$ cat src/rtl/seg_display_pkg.sv
// Shared constants for the seven-segment display driver: active-low hex font,
// the all-dark segment pattern and the digit-count limits.
package seg_display_pkg;

  localparam logic [7:0] SEG_OFF    = 8'hFF;
  localparam int         MAX_DIGITS = 8;

  // Entry n is the {a,b,c,d,e,f,g,dp} pattern for hex digit n, 0 = lit.
  localparam logic [15:0][7:0] FONT = {
    8'h71, 8'h61, 8'h85, 8'h63, 8'hC1, 8'h11, 8'h09, 8'h01,
    8'h1F, 8'h41, 8'h49, 8'h99, 8'h0D, 8'h25, 8'h9F, 8'h03
  };

  function automatic int idx_width(input int n);
    return (n > 1) ? $clog2(n) : 1;
  endfunction

endpackage

$ cat src/rtl/seg_hex_font.sv
// Combinational 4-bit hex to active-low seven-segment decode; zero latency,
// no flow control.
module seg_hex_font
  import seg_display_pkg::*;
(
  input  logic [3:0] nibble,
  output logic [7:0] seg
);

  assign seg = FONT[nibble];

endmodule

$ cat src/rtl/seg_display_mux.sv
// Time-multiplexed N-digit common-anode driver, double buffered, registered outputs
// (1 clk tick->pins, no backpressure). Define SEG_DISPLAY_LZ_BLANK_EN for leading-zero blanking.
module seg_display_mux
  import seg_display_pkg::*;
#(
  parameter int NUM_DIGITS = 3,
  parameter int DIV_BITS   = 18
) (
  input  logic                    clk,
  input  logic                    rst,
  input  logic [4*NUM_DIGITS-1:0] value,
  input  logic [NUM_DIGITS-1:0]   dp,
  input  logic [NUM_DIGITS-1:0]   blank,
  input  logic                    load,
  output logic                    frame_start,
  output logic [7:0]              seven_seg,
  output logic [NUM_DIGITS-1:0]   seven_seg_en
);

  localparam int             IW   = idx_width(NUM_DIGITS);
  localparam logic [IW-1:0]  LAST = IW'(NUM_DIGITS - 1);

  if (NUM_DIGITS < 1 || NUM_DIGITS > MAX_DIGITS) begin : g_bad_digits
    $error("seg_display_mux: NUM_DIGITS out of range");
  end

  logic [DIV_BITS-1:0]     presc;
  logic                    tick;
  logic [IW-1:0]           idx;
  logic [IW-1:0]           idx_nxt;
  logic                    scanning;
  logic                    wrap;

  logic [4*NUM_DIGITS-1:0] sh_value,   disp_value,   disp_value_nxt;
  logic [NUM_DIGITS-1:0]   sh_dp,      disp_dp,      disp_dp_nxt;
  logic [NUM_DIGITS-1:0]   sh_blank,   disp_blank,   disp_blank_nxt;

  logic [3:0]              nib;
  logic                    dp_bit;
  logic [7:0]              font_seg;
  logic [7:0]              seg_nxt;
  logic [NUM_DIGITS-1:0]   en_nxt;

  assign tick = &presc;

  // The first tick after reset starts a frame at digit 0, so the scan always
  // opens on the rightmost digit with a freshly loaded buffer.
  assign wrap    = !scanning || (idx == LAST);
  assign idx_nxt = wrap ? '0 : idx + 1'b1;

  assign disp_value_nxt = wrap ? sh_value : disp_value;
  assign disp_dp_nxt    = wrap ? sh_dp    : disp_dp;
  assign disp_blank_nxt = wrap ? sh_blank : disp_blank;

  assign nib    = 4'(disp_value_nxt >> (4 * idx_nxt));
  assign dp_bit = disp_dp_nxt[idx_nxt];
  assign en_nxt = ~(NUM_DIGITS'(1) << idx_nxt);

  seg_hex_font u_font (
    .nibble (nib),
    .seg    (font_seg)
  );

`ifdef SEG_DISPLAY_LZ_BLANK_EN
  logic lz_dark;

  // Digit is a leading zero when it and everything to its left are zero.
  always_comb begin
    lz_dark = 1'b0;
    if (idx_nxt != '0) begin
      lz_dark = ((disp_value_nxt >> (4 * idx_nxt)) == '0);
    end
  end

  always_comb begin
    seg_nxt = {font_seg[7:1], ~dp_bit};
    if (disp_blank_nxt[idx_nxt]) begin
      seg_nxt = SEG_OFF;
    end else if (lz_dark) begin
      seg_nxt = {7'h7F, ~dp_bit};
    end
  end
`else
  always_comb begin
    seg_nxt = {font_seg[7:1], ~dp_bit};
    if (disp_blank_nxt[idx_nxt]) begin
      seg_nxt = SEG_OFF;
    end
  end
`endif

  always_ff @(posedge clk) begin
    if (rst) begin
      presc        <= '0;
      idx          <= '0;
      scanning     <= 1'b0;
      sh_value     <= '0;
      sh_dp        <= '0;
      sh_blank     <= '0;
      disp_value   <= '0;
      disp_dp      <= '0;
      disp_blank   <= '0;
      frame_start  <= 1'b0;
      seven_seg    <= SEG_OFF;
      seven_seg_en <= '1;
    end else begin
      presc       <= presc + 1'b1;
      frame_start <= 1'b0;
      if (load) begin
        sh_value <= value;
        sh_dp    <= dp;
        sh_blank <= blank;
      end
      if (tick) begin
        scanning     <= 1'b1;
        idx          <= idx_nxt;
        frame_start  <= wrap;
        seven_seg    <= seg_nxt;
        seven_seg_en <= en_nxt;
        // A load on the same edge lands in shadow only; this frame uses the old copy.
        if (wrap) begin
          disp_value <= sh_value;
          disp_dp    <= sh_dp;
          disp_blank <= sh_blank;
        end
      end
    end
  end

endmodule
$ cat config.mk
export PLATFORM = sky130hd
export DESIGN_NAME = seg_display_mux
export DESIGN_NICKNAME = d
export VERILOG_FILES = /design/src/rtl/seg_display_pkg.sv /design/src/rtl/seg_hex_font.sv /design/src/rtl/seg_display_mux.sv
export SDC_FILE = /design/constraint.sdc
export NUM_CORES = 1
export LEC_CHECK = 0
export CAP_MARGIN = 20
export CORE_AREA = 2 2 100 102
export DETAILED_ROUTE_END_ITERATION = 12
export DIE_AREA = 0 0 102 104
export PLACE_DENSITY_LB_ADDON = 0.25
export SYNTH_ARGS = -nofsm -noshare
export SYNTH_HDL_FRONTEND = slang
export SYNTH_HIERARCHICAL = 1
export SYNTH_SLANG_ARGS = --single-unit
$ cat constraint.sdc
create_clock -name clk -period 3.65 [get_ports clk]
set_input_delay 0.73 -clock clk [delete_from_list [all_inputs] [get_ports clk]]
set_output_delay 0.73 -clock clk [all_outputs]
set_load 0.05 [all_outputs]
==> results of run 1 <==
==> registers in the layout (all words and copies together) (netlist names) <==
name and flops:
disp_dp 3, idx 2, frame_start 1, disp_blank 3, scanning 1, seven_seg 8
sh_dp 3, sh_blank 3, seven_seg_en 3, disp_value 12, sh_value 12, presc 18
==> power by group through the flow <==
stage                     Sequential, µW  Combinational, µW  Clock, µW
after global routing                 779                122        618
after floorplan                      792               69.7          0
final                                778                109        567
after global placement               795                103          0
after CTS                            778                106        584
after detailed placement             795                105          0
==> final cells by class <==
class,instances,area [µm²],area share [%]
clock inverter,3,21.3,0.542
clock buffer,12,155,3.95
timing repair buffer,51,478,12.2
inverter,5,18.8,0.478
sequential,69,1380,35.2
multi-input combinational,257,1710,43.5
tap,133,166,4.24
==> worst max-delay path, delay by kind of cell (launching register included) <==
kind | cells | cell delay (ns)
AO/OA/AOI/OAI | 3 | 0.64
buffers and inverters | 3 | 0.55
AND/OR/NAND/NOR | 2 | 0.54
multiplexers | 1 | 0.50
flip-flops | 1 | 0.33
adder cells (fa/ha/maj) | 1 | 0.31
==> per-layer routing <==
layer | track usage, % | wire [µm]
met3 | 3.70 | 213
met1 | 21.6 | 3860
met5 | 0 | 0
met4 | 3.81 | 72
met2 | 20.9 | 3120
==> worst paths after layout <==
kind | slack, ns | endpoint | cells past startpoint | start
setup / recovery | 0.65 | seven_seg[4] | 10 | idx[0]
hold / removal | 0.46 | presc[0] | 1 | presc[0]
setup reg to reg | 0.65 | seven_seg[4] | 10 | idx[0]
hold reg to reg | 0.46 | presc[0] | 1 | presc[0]
==> metrics by stage <==
stage          instances  cell area, µm²  total power [µW]  hold slack, ns  setup WS [ns]
5_1_grt              530            3930              1520           0.487          0.366
2_1_floorplan        364            3270               861           0.426          0.370
6_report             530            3930              1450           0.464          0.650
3_5_place_dp         513            3720               901           0.453          0.498
4_1_cts              528            3890              1470           0.469          0.489
3_3_place_gp         513            3720               898           0.443          0.591
==> placed cells by master (no fill, tap or decap), drive strengths merged, types with 2 or more instances in the layout <==
| master | n |
|---|---|
| o21ai | 12 |
| xor2 | 13 |
| buf | 20 |
| nand2b | 4 |
| inv | 4 |
| a21oi | 27 |
| and3 | 3 |
| ha | 9 |
| dfxtp | 69 |
| o31ai | 18 |
| nor4 | 2 |
| a31oi | 5 |
| clkinv | 3 |
| a221oi | 4 |
| a22oi | 8 |
| or3 | 2 |
| nor2b | 2 |
| clkbuf | 12 |
| nor2 | 55 |
| nand3 | 7 |
| clkdlybuf4s50 | 31 |
| o211ai | 2 |
| nand2 | 13 |
| mux2 | 5 |
| and4 | 4 |
| a211oi | 2 |
| nand4 | 26 |
| mux2i | 25 |
==> run summary, run 1 <==
DRT Pass-1 Iters = 4
fin util = 41.1%
# fillers = 996
fin crit period = 3.00 ns
largest net degree at the start of global routing = 61
Mapped Area = 0.00327 mm²
combinational cell fraction of total power = 7.5%
num rows = 36
NumNets Final = 423
Initial Utilization = 34.2%
relative slew slack = 44.5%
CP required = 3.86 ns
Pleak = 0.00144 µW
final hold violation count = 0
fraction of layout cells with a size suffix above 1 = 10.8%
Tightest Pin Transition = 0.824 ns
Worst EP arrival = 3.21 ns
P per Cell Area = 370 mW/mm²
post-CTS setup buffers = 0
cell mode on critical path = buf_4
post_cts resized = 0
num ports = 33
crit-path cells = clkinv_1, ha_1, nor3b_1, buf_4, a221oi_1, o21ai_1, buf_4, mux4_2, nor2_1, a22oi_1
TritonCTS buffer count = 9
sequential power share = 53.5%
Die Y = 104 µm
class of the worst hold path = reg -> reg
Setup TNS Final = 0 ns
Routed Antenna Nets = 0
class of the most critical setup path = reg -> reg
Overflow after GRT = 0
worst skew pair latency = 0.34 ns
YS warnings = 6
Residual DRC = 0
Slew Viols, Final = 0
1st-iter DRT viols = 118
clk_skew = 0.0102 ns
post-synthesis instance total = 364
Clk network pwr share = 39.0%
Synth-to-Final Area Change = 20.3%
vias in the first global route = 2551
root buf cell = clkbuf_8
RSZ-0062 raised after global routing = no
maximum operating frequency = 333 MHz
die area = 0.0106 mm²
Peak VDD IR = 0.000191 V
Max FO, Critical Path = 8
count of input and output buffers = 32
Die Width = 102 µm
core area = 0.00955 mm²
Hold-fix buffers, CTS = 0
drt wl/cell = 13.7 µm
P_int = 1100 µW
max_cap viols = 0
CTS clk-pin slew, worst paths = 0.08 ns
Switching Share = 24.1%
htree depth = 3
routed wire length = 7260 µm
global-route wire length before repair = 12600 µm
detailed placement HPWL = 4820 µm
Tot GR Track Use = 14.6%
diode count = 0
CP max stage cell = mux4_2
Via density = 5.06
period utilization = 82.2%
status = finished clean
largest buffer count on any clock path = 2
Final Setup Violations = 0
Syn Nets = 394
Crit path largest cell delay = 0.50 ns
type of origin of the critical path = flop
synthesized area per cell = 8.97 µm²
NetSw = 350 µW
number of antenna violations at the first check in global routing = 0
CP endpoint kind = flop
vias post-DR = 2682
clk sinks = 69
CTS tree = done
GP Congestion = 0.792
Note: power is estimated with default switching activity, not from simulation.
==> run 2, diff against run 1 <==
==> constraint.sdc (replaced) <==
create_clock -name clk -period 2.5 [get_ports clk]
set_input_delay 0.5 -clock clk [delete_from_list [all_inputs] [get_ports clk]]
set_output_delay 0.5 -clock clk [all_outputs]
set_load 0.05 [all_outputs]
==> run summary, run 2 (synthesis results as in run 1) <==
worst skew pair latency = 0.34 ns (about the same)
Residual DRC = 0 (unchanged)
violated checks = setup timing
drt wl/cell = 13.8 µm (+0.83%)
relative slew slack = 53.5% (+9.0 points)
detailed placement HPWL = 5070 µm (+5.2%)
largest net degree at the start of global routing = 40 (-34%)
Slew Viols, Final = 0 (unchanged)
Final Setup Violations = 1 (+1)
commonest non-fill, non-tap cell in the layout = dfxtp_1
TritonCTS buffer count = 9 (unchanged)
largest register by flop count = presc
Worst EP arrival = 2.71 ns (-0.50 ns)
GP Congestion = 0.834 (+5.3%)
root buf cell = clkbuf_8
Die Y = 104 µm (unchanged)
status = finished, violations left
Hold-fix buffers, CTS = 0 (unchanged)
CP required = 2.71 ns (-1.15 ns)
vias in the first global route = 2488 (-2.5%)
Pleak = 0.00151 µW (+4.8%)
# fillers = 977 (-1.9%)
Synth-to-Final Area Change = 24.9%
diode count = 0 (unchanged)
fin util = 42.7% (+1.6 points)
num ports = 33 (unchanged)
htree depth = 3 (unchanged)
vias post-DR = 2735 (+2.0%)
P per Cell Area = 534 mW/mm² (+44%)
core area = 0.00955 mm² (unchanged)
maximum operating frequency = 400 MHz (+20%)
type of origin of the critical path = flop
clk_skew = 0.00527 ns (-0.00494 ns)
num rows = 36 (unchanged)
Via density = 5.08 (+0.46%)
clk sinks = 69 (unchanged)
Max FO, Critical Path = 7 (-1)
Overall Power = 2180 µW (+50%)
final hold violation count = 0 (unchanged)
1st-iter DRT viols = 132 (+12%)
global-route wire length before repair = 12500 µm (-0.83%)
largest buffer count on any clock path = 2 (unchanged)
number of antenna violations at the first check in global routing = 0 (unchanged)
fin crit period = 2.50 ns (-0.499 ns)
CTS clk-pin slew, worst paths = 0.07 ns (about the same)
class of the most critical setup path = reg -> reg
period utilization = 100% (+18 points)
routed wire length = 7430 µm (+2.4%)
Overflow after GRT = 0 (unchanged)
footprint of the multi-input gates = 0.00178 mm² (+4.5%)
CP endpoint kind = flop
max reg flops = 18 (unchanged)
CTS tree = done
max_cap viols = 0 (unchanged)
Tightest Pin Transition = 0.698 ns (-0.126 ns)
class of the worst hold path = reg -> reg
commonest cells after routing, fill and taps aside = dfxtp_1 (67), nor2_1 (52), clkdlybuf4s50_1 (31)
Die Width = 102 µm (unchanged)
count of input and output buffers = 32 (unchanged)
RSZ-0062 raised after global routing = yes
DRT Pass-1 Iters = 4 (unchanged)
Reg area = 0.00138 mm² (+0.18%)
top flop regs = presc (18), disp_value (12), sh_value (12)
NumNets Final = 432 (+2.1%)
fin worst setup slack = -0.00111 ns (-0.651 ns)
Tot GR Track Use = 14.9% (+0.27 points)
Peak VDD IR = 0.000240 V (+26%)
Routed Antenna Nets = 0 (unchanged)
Initial Utilization = 34.2% (unchanged)
die area = 0.0106 mm² (unchanged)
fraction of layout cells with a size suffix above 1 = 17.0% (+6.2 points)
==> run 2: path summary, 6_finish.rpt <==
check            from           end  slack, ns  depth (start not counted)
max            idx[0]  seven_seg[4]     -0.001                         12
min          presc[0]      presc[0]       0.46                          1
max reg2reg    idx[0]  seven_seg[4]     -0.001                         12
min reg2reg  presc[0]      presc[0]       0.46                          1
==> run 2: per-stage QoR <==
step           cell area, µm²  setup TNS, ns  hold WS [ns]  worst slack (ns)  std cells
3_3_place_gp             3830              0         0.447            0.0390        519
4_1_cts                  4030              0         0.467           0.00564        535
6_report                 4080       -0.00111         0.460          -0.00111        538
3_5_place_dp             3830        -0.0410         0.451           -0.0410        519
2_1_floorplan            3350        -0.0294         0.426           -0.0294        364
5_1_grt                  4080         -0.382         0.490            -0.134        538
==> run 2: timing repair <==
item                       in CTS  in global routing
setup endpoints to repair       1                  7
gates resized for setup         1                 11
buffers inserted                2                  3
pin swaps                       1                  8
gates cloned                    0                  0
==> run 2: power by group <==
| group | leakage [µW] | internal, µW | switching, µW |
|---|---|---|---|
| sequential | 0.000561 | 1120 | 16.2 |
| clock | 0.0000923 | 476 | 396 |
| combinational | 0.000858 | 90.1 | 80.7 |
==> run 2: critical path, cell delays in order (launching register included) <==
cell and delay, ns:
dfxtp_2 0.36, clkinv_4 0.06, ha_4 0.17, nand2b_4 0.18, mux2_4 0.31, a221oi_2 0.26, o21ai_2 0.14, inv_2 0.10
ha_1 0.12, inv_1 0.05, mux4_2 0.46, nor2_2 0.09, a22oi_1 0.07
==> run 2: routing by layer <==
metal | GRT usage, % | part of all wire [%] | vias to the layer above | wire length [µm]
li1 | - | - | 1394 | -
met1 | 21.4 | 51 | 1280 | 3760
met2 | 21.0 | 45 | 51 | 3320
met3 | 4.17 | 3.4 | 10 | 250
met4 | 5.33 | 1.4 | 0 | 104
met5 | 0 | 0 | - | 0
==> run 2: area by class of cell <==
type | count | share of cell area (%)
multi-input cells | 257 | 43.7
flip-flops and latches | 69 | 33.9
repair buffers | 60 | 13.3
well taps | 133 | 4.08
clock buffers | 12 | 3.56
clock inverters | 2 | 0.859
inverters | 5 | 0.583
==> run 3, diff against run 2 <==
--- a/config.mk
+++ b/config.mk
@@ -6,10 +6,13 @@
 export NUM_CORES = 1
 export LEC_CHECK = 0
 export CAP_MARGIN = 20
-export CORE_AREA = 2 2 100 102
+export CELL_PAD_IN_SITES_DETAIL_PLACEMENT = 0
+export CELL_PAD_IN_SITES_GLOBAL_PLACEMENT = 2
+export CORE_AREA = 2 2 106 108
 export DETAILED_ROUTE_END_ITERATION = 12
-export DIE_AREA = 0 0 102 104
+export DIE_AREA = 0 0 108 110
 export PLACE_DENSITY_LB_ADDON = 0.25
+export SLEW_MARGIN = 30
 export SYNTH_ARGS = -nofsm -noshare
 export SYNTH_HDL_FRONTEND = slang
 export SYNTH_HIERARCHICAL = 1
==> run summary, run 3 (synthesis results as in run 1) <==
worst skew pair latency = 0.35 ns (about the same)
Residual DRC = 0 (unchanged)
Hold-fix buffers, CTS = 0 (unchanged)
DRT Pass-1 Iters = 5 (+1)
P per Cell Area = 529 mW/mm² (-0.92%)
GP Congestion = 0.738 (-11%)
CTS clk-pin slew, worst paths = 0.08 ns (about the same)
root buf cell = clkbuf_8
routed wire length = 8000 µm (+7.7%)
top flop regs = presc (18), disp_value (12), sh_value (12)
Worst EP arrival = 2.73 ns (+0.02 ns)
NumNets Final = 438 (+1.4%)
Initial Utilization = 30.5% (-3.7 points)
die area = 0.0119 mm² (+12%)
Pleak = 0.00156 µW (+3.2%)
Overflow after GRT = 0 (unchanged)
Slew Viols, Final = 0 (unchanged)
class of the most critical setup path = reg -> reg
pre-CTS setup slack = -0.0566 ns (-0.0157 ns)
period utilization = 101% (+0.54 points)
routing usage on met2 = 20.2% (-0.83 points)
CP required = 2.71 ns (about the same)
fin worst setup slack = -0.0147 ns (-0.0136 ns)
final hold violation count = 0 (unchanged)
type of origin of the critical path = flop
Worst Hold Depth = 1 (unchanged)
largest register by flop count = presc
1st-iter DRT viols = 168 (+27%)
fraction of layout cells with a size suffix above 1 = 19.6% (+2.6 points)
max_cap viols = 0 (unchanged)
largest net degree at the start of global routing = 32 (-20%)
max reg flops = 18 (unchanged)
Synth-to-Final Area Change = 29.2%
smallest hold slack = 0.464 ns (+0.00419 ns)
CP endpoint kind = flop
clk_skew = 0.0102 ns (+0.00490 ns)
diode count = 0 (unchanged)
Setup TNS Final = -0.0147 ns (-0.0136 ns)
Tot GR Track Use = 14.0% (-0.85 points)
largest buffer count on any clock path = 2 (unchanged)
clk sinks = 69 (unchanged)
num rows = 38 (+5.6%)
core area = 0.0107 mm² (+12%)
class of the worst hold path = reg -> reg
Tightest Pin Transition = 0.652 ns (-0.0459 ns)
met3 Track Usage GR = 3.88% (-0.29 points)
Die Y = 110 µm (+5.8%)
relative slew slack = 55.4% (+1.9 points)
number of antenna violations at the first check in global routing = 0 (unchanged)
vias post-DR = 2752 (+0.62%)
vias in the first global route = 2533 (+1.8%)
Max FO, Critical Path = 6 (-1)
count of input and output buffers = 32 (unchanged)
detailed placement HPWL = 5350 µm (+5.5%)
drt wl/cell = 14.5 µm (+4.7%)
RSZ-0062 raised after global routing = yes
TritonCTS buffer count = 9 (unchanged)
CTS tree = done
Die Width = 108 µm (+5.9%)
Routed Antenna Nets = 0 (unchanged)
global-route wire length before repair = 13000 µm (+4.0%)
grt met1 use = 19.9% (-1.5 points)
maximum operating frequency = 398 MHz (-0.54%)
commonest cells after routing, fill and taps aside = dfxtp_1 (67), nor2_1 (54), clkdlybuf4s50_1 (31)
violated checks = setup timing
htree depth = 3 (unchanged)
Final Setup Violations = 1 (unchanged)
Via density = 4.98 (-2.1%)
Peak VDD IR = 0.000234 V (-2.5%)
commonest non-fill, non-tap cell in the layout = dfxtp_1
status = finished, violations left
num ports = 33 (unchanged)
fin crit period = 2.51 ns (+0.0136 ns)
Top Usage Layer GRT = met2
reg2reg path depth = 11 (-1)
[run 3: cell types whose count changed in the layout (fill, tap and decap cells not counted), moves of 2 or more]
| cell | before | now |
|---|---|---|
| ha_4 | 1 | 5 |
| buf_4 | 26 | 29 |
| a21oi_1 | 27 | 25 |
| a21oi_2 | 0 | 2 |
| buf_6 | 1 | 3 |
| ha_1 | 6 | 4 |
| ha_2 | 2 | 0 |
| nor2_1 | 52 | 54 |
| nor2_2 | 3 | 1 |
[run 3: layout make-up]
cell class | count | area (µm²)
Clock buffer | 12 | 145
Clock inverter | 4 | 47.5
Fill cell | 1091 | 6480
Inverter | 5 | 23.8
Multi-Input combinational cell | 257 | 1840
Sequential cell | 69 | 1380
Tap cell | 140 | 175
Timing Repair Buffer | 66 | 607
[run 3: metal layers]
layer	vias up	part of all wire (%)
li1	1404	-
met1	1286	52
met2	52	42
met3	10	4.5
met4	0	1.4
met5	-	0
[run 3: power by group]
| group | leakage (µW) | internal (µW) | switching [µW] |
|---|---|---|---|
| registers | 0.000561 | 1120 | 16.7 |
| logic | 0.000901 | 96.4 | 86.3 |
| clock network | 0.0000964 | 486 | 429 |
| total | 0.00156 | 1700 | 532 |
[run 3: through the flow]
stage	util, %	cells	total power, µW	instance area [µm²]
final	39.5	553	2230	4220
after global routing	39.5	553	2340	4220
after CTS	38.4	550	2250	4110
after detailed placement	36.0	526	1320	3850
after global placement	36.0	526	1320	3850
after floorplan	-	364	1260	3350
[run 3: final timing paths]
| kind | to | startpoint | slack [ns] |
|---|---|---|---|
| setup / recovery | seven_seg[4] | idx[0] | -0.01 |
| hold / removal | presc[0] | presc[0] | 0.46 |
| hold reg to reg | presc[0] | presc[0] | 0.46 |
| setup reg to reg | seven_seg[4] | idx[0] | -0.01 |
[run 3: what timing repair did]
action / in CTS / in global routing
endpoints found under the setup margin: 2 / 6
pin swaps: 3 / 15
setup buffers: 8 / 4
gates resized for setup: 2 / 19
cloned: 0 / 0
[run 3: worst max-delay path, cell delays in order, from the launching register on]
cell,delay (ns)
dfxtp_2,0.36
clkinv_4,0.06
ha_4,0.17
nand2b_4,0.17
mux2_4,0.31
a221oi_2,0.26
o21ai_2,0.13
buf_6,0.14
ha_4,0.14
mux4_2,0.45
nor2_2,0.11
a22oi_1,0.07
